==> src/rtl/servo_pwm_gen.sv <==
// Servo PWM generator: frame-aligned on_time updates, settle wait, one-cycle done pulse.
// Optional build macro SERVO_PWM_GEN_SKIP_SAME_EN: a trigger that repeats the active on_time completes at once.
module servo_pwm_gen #(
  parameter int PWM_BITS      = 16,
  parameter int PERIOD        = 20000,
  parameter int SETTLE_FRAMES = 25,
  parameter int RESET_ON_TIME = 1500
) (
  input  logic                clk,
  input  logic                reset,
  input  logic                clk_en,
  input  logic                trigger,
  input  logic [PWM_BITS-1:0] on_time,
  output logic                rdy,
  output logic                done,
  output logic                pwm_out
);

  localparam int SW = (SETTLE_FRAMES < 2) ? 1 : $clog2(SETTLE_FRAMES + 1);

  localparam logic [1:0] IDLE       = 2'd0;
  localparam logic [1:0] WAIT_FRAME = 2'd1;
  localparam logic [1:0] SETTLE     = 2'd2;
  localparam logic [1:0] DONE       = 2'd3;

  logic [PWM_BITS-1:0] cnt;
  logic [PWM_BITS-1:0] active_on_time;
  logic [PWM_BITS-1:0] pending;
  logic [SW-1:0]       settle_cnt;
  logic [1:0]          state;
  logic                boundary;
  logic                skip;

  assign boundary = clk_en && (cnt == PWM_BITS'(PERIOD - 1));
  assign rdy      = (state == IDLE);
  assign done     = (state == DONE);

`ifdef SERVO_PWM_GEN_SKIP_SAME_EN
  assign skip = (on_time == active_on_time);
`else
  assign skip = 1'b0;
`endif

  // Compare uses the pre-increment count, so the output is one clk behind cnt.
  always_ff @(posedge clk or negedge reset) begin
    if (!reset) begin
      cnt     <= '0;
      pwm_out <= 1'b0;
    end else if (clk_en) begin
      pwm_out <= (cnt < active_on_time);
      cnt     <= boundary ? '0 : cnt + 1'b1;
    end
  end

  always_ff @(posedge clk or negedge reset) begin
    if (!reset) begin
      state          <= IDLE;
      pending        <= '0;
      active_on_time <= PWM_BITS'(RESET_ON_TIME);
      settle_cnt     <= '0;
    end else begin
      case (state)
        IDLE: if (trigger) begin
          pending <= on_time;
          state   <= skip ? DONE : WAIT_FRAME;
        end
        // The boundary cycle still drives the old value; cnt=0 is the first under the new one.
        WAIT_FRAME: if (boundary) begin
          active_on_time <= pending;
          settle_cnt     <= '0;
          state          <= (SETTLE_FRAMES == 0) ? DONE : SETTLE;
        end
        SETTLE: if (boundary) begin
          settle_cnt <= settle_cnt + 1'b1;
          if (int'(settle_cnt) + 1 >= SETTLE_FRAMES) state <= DONE;
        end
        DONE:    state <= IDLE;
        default: state <= IDLE;
      endcase
    end
  end

endmodule

==> config.mk <==
export PLATFORM = sky130hd
export DESIGN_NAME = servo_pwm_gen
export DESIGN_NICKNAME = d
export VERILOG_FILES = /design/src/rtl/servo_pwm_gen.sv
export SDC_FILE = /design/constraint.sdc
export NUM_CORES = 1
export LEC_CHECK = 0
export ABC_AREA = 1
export BUFFER_PORTS_ARGS = -buffer_cell sky130_fd_sc_hd__buf_2
export CORE_AREA = 2 2 79 81
export CTS_CLUSTER_SIZE = 40
export DETAILED_ROUTE_END_ITERATION = 10
export DIE_AREA = 0 0 81 83
export GPL_TIMING_DRIVEN = 0
export PLACE_DENSITY = 0.72
export SLEW_MARGIN = 15
export SYNTH_ARGS = -nofsm -noshare
export SYNTH_HDL_FRONTEND = slang
export SYNTH_SLANG_ARGS = --single-unit
export TNS_END_PERCENT = 30
==> constraint.sdc <==
create_clock -name clk -period 1.9 [get_ports clk]
set_input_delay 0.38 -clock clk [delete_from_list [all_inputs] [get_ports clk]]
set_output_delay 0.38 -clock clk [all_outputs]
set_load 0.1 [all_outputs]
Yosys cells after proc, flatten, opt, wreduce, memory -nomap -nowiden

Cells that the tools add are included.

Register bits: 56
Output and inout bits: 3

Add/sub/neg operators: 3
$lt $le $gt $ge: 2
Equality and inequality tests: 8
Muxes and demuxes: 9
Reduce and logical (&&, ||, !) cells: 7

Operators with widths:

| kind                                                              | number |
|---|---|
| adder 16 x 1 -> 16 bit, second input constant                     | 1 |
| equality test 16 x 15 -> 1 bit, second input constant             | 1 |
| less-than comparator 16 bit                                       | 1 |
| 2-to-1 mux 16 bit                                                 | 1 |
| 2-to-1 mux 5 bit                                                  | 2 |
| case mux 5 bit (2 select lines)                                   | 1 |
| 2-to-1 mux 2 bit                                                  | 4 |
| != test 2 bit, second input constant                              | 4 |
| case mux 2 bit (4 select lines)                                   | 1 |
| adder 5 x 1 -> 6 bit, second input constant                       | 1 |
| greater-or-equal comparator 6 x 5 -> 1 bit, second input constant | 1 |
| adder 5 x 1 -> 5 bit, second input constant                       | 1 |
| equality test 2 bit, second input constant                        | 2 |
| AND reduction 2 bit                                               | 2 |
| AND reduction 4 bit                                               | 1 |
| AND reduction 3 bit                                               | 1 |
| equality test 2 x 1 -> 1 bit, second input constant               | 1 |
| zero test 2 bit                                                   | 1 |
| nonzero test 2 bit                                                | 1 |
| logical AND 1 bit                                                 | 1 |

Logic depth before layout (Yosys ltp)

Depth after elaboration: 5
Depth in mapped cells: 11
Depth with buffers taken out: 11

Least setup slack after synthesis

OpenSTA, ideal clock, no wires.

Path type: reg2reg
From: reg state[0]
To: reg pending[10]
Library setup time: 125 ps
Arrival: 2183 ps
Setup slack: -407 ps
Cell stages (with the launch flop): 6
Buffers on the path: 1
Period minus slack after synthesis: 2307 ps
Cells stage by stage: dfrtp_1 > inv_1 > ha_1 > nand2_1 > buf_2 > mux2_2

Longest elaborated chain between the ends: 2

Ends and longest elaborated chain:

| what                          | line | text |
|---|---|---|
| from (decl)                   | 30   | `logic [1:0] state;` |
| from (signal assigned)        | 65   | `state <= skip ? DONE : WAIT_FRAME;` |
| from (signal assigned)        | 71   | `state <= (SETTLE_FRAMES == 0) ? DONE : SETTLE;` |
| zero test 2 bit               | -    |  |
| net rdy                       | 14   | `output logic rdy,` |
| AND reduction 2 bit (no line) | -    |  |
| to (signal assigned)          | 64   | `pending <= on_time;` |
| to (decl)                     | 28   | `logic [PWM_BITS-1:0] pending;` |

The timed path passes the listed nets, and every way through them passes these cells.
A chain may end at the register's enable or synchronous reset.

Worst setup path after layout

From: reg state[0]
To: out rdy

Longest elaborated chain between the ends: 1

Ends and longest elaborated chain:

| what            | line | text |
|---|---|---|
| zero test 2 bit | 35   | `assign rdy = (state == IDLE);` |
| to (decl)       | 14   |  |

Every way passes these cells.

==> results.yml <==
drt:
  avgRoutedWirePerCell_um: 11.9
  number_of_vias_after_detailed_routing: 2349
  finalWirelength_mm: 5.54
  drc_errors: 0
  detailedRoute.firstPassIterationCount: 4
  initialDrtViolationCount: 106
  routed_via_density: 5.06
  postRouteAntennaNets: 0
sta:
  worst_pin_slew_ns: 0.692
  setup_total_negative_slack_ns: 0
  clock_period_minus_final_worst_setup_slack_ns: 1.81
  period_share: 0.955
  slew-limit-headroom: 0.539
  report.final.hold_viol_count: 0
  max_freq_ghz: 0.551
  final_slew_viol_count: 0
  setup_viol: 0
  final.setup_skew_ns: 0.00717
  grt_setup_unrepaired: "no"
yosys:
  netlist_area_um2: 3140
  postSynthRegisterBits: 56
  synth_async_sr_flop_share: 1.00
  synth-edff-count: 0
  postSynthCellCount: 359
  synthesis.nets: 401
  syn_avg_cell_area_um2: 8.74
  yosysSeqAreaShare: 0.450
  postSynth.topFlopCell: "sky130_fd_sc_hd__dfrtp_1"
  synth_cell_type_count: 29
  synth-warning-count: 0
grt:
  globalRouteOverflowTotal: 0
  antenna_found_initial: 0
  first_pass_grt_wire_length_mm: 10.0
  grt_start_max_net_pins: 57
  first_global_vias: 2205
  global_route.usage.total: 0.187
pwr:
  power.static_leakage_nw: 1.85
  cellPowerDensity_nw_per_um2: 1070
  worst_ir_drop_vdd_mv: 0.713
  totalPowerFinal_w: 0.00371
clock_tree:
  cts_repair_resize_count: 0
  tritoncts_num_sinks: 56
  clk-insertion-delay-late_ns: 0.31
  max_clock_buf_depth: 2
  tritoncts: "built"
  worst_setup_hold_path_clk_slew_ns: 0.10
  htree_levels: 2
  cts_hold_repair.buffers: 0
  cts_root_buffer: "sky130_fd_sc_hd__clkbuf_8"
  cts_post_setup_buffers_inserted: 0
  total_clock_buffers_created_by_cts: 5
worst_setup_path:
  startpoint_of_the_worst_slack_reg_to_reg_timing_path: "state[1]$_DFFE_PN0P_"
  rrSetupSlack_ns: 0.19
  crit_arrival_ns: 1.43
  worstPathRequired_ns: 1.52
  timing.critical_path.fanout_max: 4
  critical_path.reg2reg.endpoint: "pending[6]$_DFFE_PN0P_"
  timing.critical_path.from_type: "flip-flop"
  rr_worst_depth: 5
  worst-setup-path-type: "flip-flop to output pin"
  endpoint_kind_of_the_worst_setup_timing_path: "output pin"
layout:
  finish.net_count: 430
  layout.cells.most_common: "sky130_fd_sc_hd__nand2_1"
  area_growth_syn_to_layout_pct: 11.0
  diodes: 0
  most-common-layout-cells: "92 x sky130_fd_sc_hd__nand2_1, 51 x sky130_fd_sc_hd__inv_1, 49 x sky130_fd_sc_hd__dfrtp_1"
  final_layout_size_suffix_gt1_frac: 0.221
  filler_cell_count: 531
  final_area_um2: 3480
status:
  status: "finished clean"
die:
  placeableCoreArea_um2: 5820
  initial_standard_cell_utilization_of_the_core: 0.539
  die_y_um: 83
  die_area_um2: 6720
  die_wd_um: 81
  io_pins: 23
  std_cell_rows: 28
placed_design:
  detailed_place.area_um2: 3360
  numPortBuffers: 22
  gp_congestion: 0.812
  dp.final_hpwl_mm: 4.29
job:
  maxCapViolations: 0
hold_path:
  hp-class: "primary input to asynchronous set/reset pin"
## sequential cells by signal, summed over array words and instances, names as in the netlist
signal / count
active_on_time: 16
settle_cnt: 5
pending: 16
state: 2
cnt: 16
pwm_out: 1
## power breakdown
group,total [W],internal [W],switching (W)
Sequential,0.00176,0.00148,0.000279
Combinational,0.00111,0.000449,0.000661
Clock,0.000845,0.000466,0.000379
Total,0.00371,0.00239,0.00132
## Yosys cell counts (2+ instances only)
cell                       instances  share of area
sky130_fd_sc_hd__nor2_1           25          0.030
sky130_fd_sc_hd__nand2_2           4         0.0080
sky130_fd_sc_hd__nor2_2            4         0.0080
sky130_fd_sc_hd__xor2_1            3         0.0084
sky130_fd_sc_hd__mux2_2           16          0.057
sky130_fd_sc_hd__o21ai_2          14          0.039
sky130_fd_sc_hd__o21ai_0           8          0.013
sky130_fd_sc_hd__inv_1            51          0.061
sky130_fd_sc_hd__nand2_1          92           0.11
sky130_fd_sc_hd__a21oi_1           8          0.013
sky130_fd_sc_hd__nand3_1          22          0.035
sky130_fd_sc_hd__nand3b_1          2         0.0048
sky130_fd_sc_hd__nand4_1          11          0.022
sky130_fd_sc_hd__nor3_1            7          0.011
sky130_fd_sc_hd__dfrtp_1          49           0.39
sky130_fd_sc_hd__ha_1             22          0.088
sky130_fd_sc_hd__buf_2             2         0.0032
sky130_fd_sc_hd__or2_2             2         0.0040
sky130_fd_sc_hd__dfstp_2           7          0.059
## kinds of logic after synthesis
kind of cell,share of synthesized area
compound gates,0.0706
buf+inv,0.0814
mux,0.0574
xor+xnor,0.00838
fa+ha+maj,0.0878
flops,0.450
simple gates,0.245
## worst max-delay path: stages (launching register included)
cell                      delay, ns
sky130_fd_sc_hd__dfrtp_1       0.42
sky130_fd_sc_hd__inv_1         0.13
sky130_fd_sc_hd__ha_4          0.16
sky130_fd_sc_hd__buf_2         0.42
## routing by layer
layer  up-vias  part of all wire  GRT usage
li1       1210                 -          -
met1      1106              0.48      0.263
met2        25              0.48      0.298
met3         8             0.024     0.0304
met4         0             0.011     0.0524
met5         -                 0          0
## through the flow
stage	hold slack [ns]	std cells	setup slack (ns)	util
3_3_place_gp	0.460	456	0.191	0.577
2_1_floorplan	0.0844	359	0.204	-
5_1_grt	0.165	464	0.0165	0.599
4_1_cts	0.133	464	0.0713	0.599
6_report	0.0825	464	0.0854	0.599
3_5_place_dp	0.463	456	0.169	0.577
## how the worst max path moves through the flow
stage	start	end	slack, ns	cells after the start
2_1_floorplan	state[0]$_DFFE_PN0P_	pending[10]$_DFFE_PN0P_	0.20	5
3_3_place_gp	state[0]$_DFFE_PN0P_	pending[11]$_DFFE_PN0P_	0.19	5
3_5_place_dp	state[0]$_DFFE_PN0P_	pending[5]$_DFFE_PN0P_	0.17	5
4_1_cts	state[0]$_DFFE_PN0P_	rdy	0.07	3
5_1_grt	cnt[1]$_DFFE_PN0P_	settle_cnt[4]$_DFFE_PN0P_	0.02	10
6_report	state[0]$_DFFE_PN0P_	rdy	0.09	3
## layout make-up
cell class                 instances  area, µm²  share of cell area
buffer                             6       60.1              0.0172
clock buffer                       7       96.3              0.0277
clock inverter                     1       30.0             0.00862
inverter                          52        195              0.0561
multi-input combinational        245       1480               0.426
sequential                        56       1410               0.405
tap                               75       93.8              0.0269
timing repair buffer              22        113              0.0323
No activity file was read; power rests on OpenSTA's default activity.
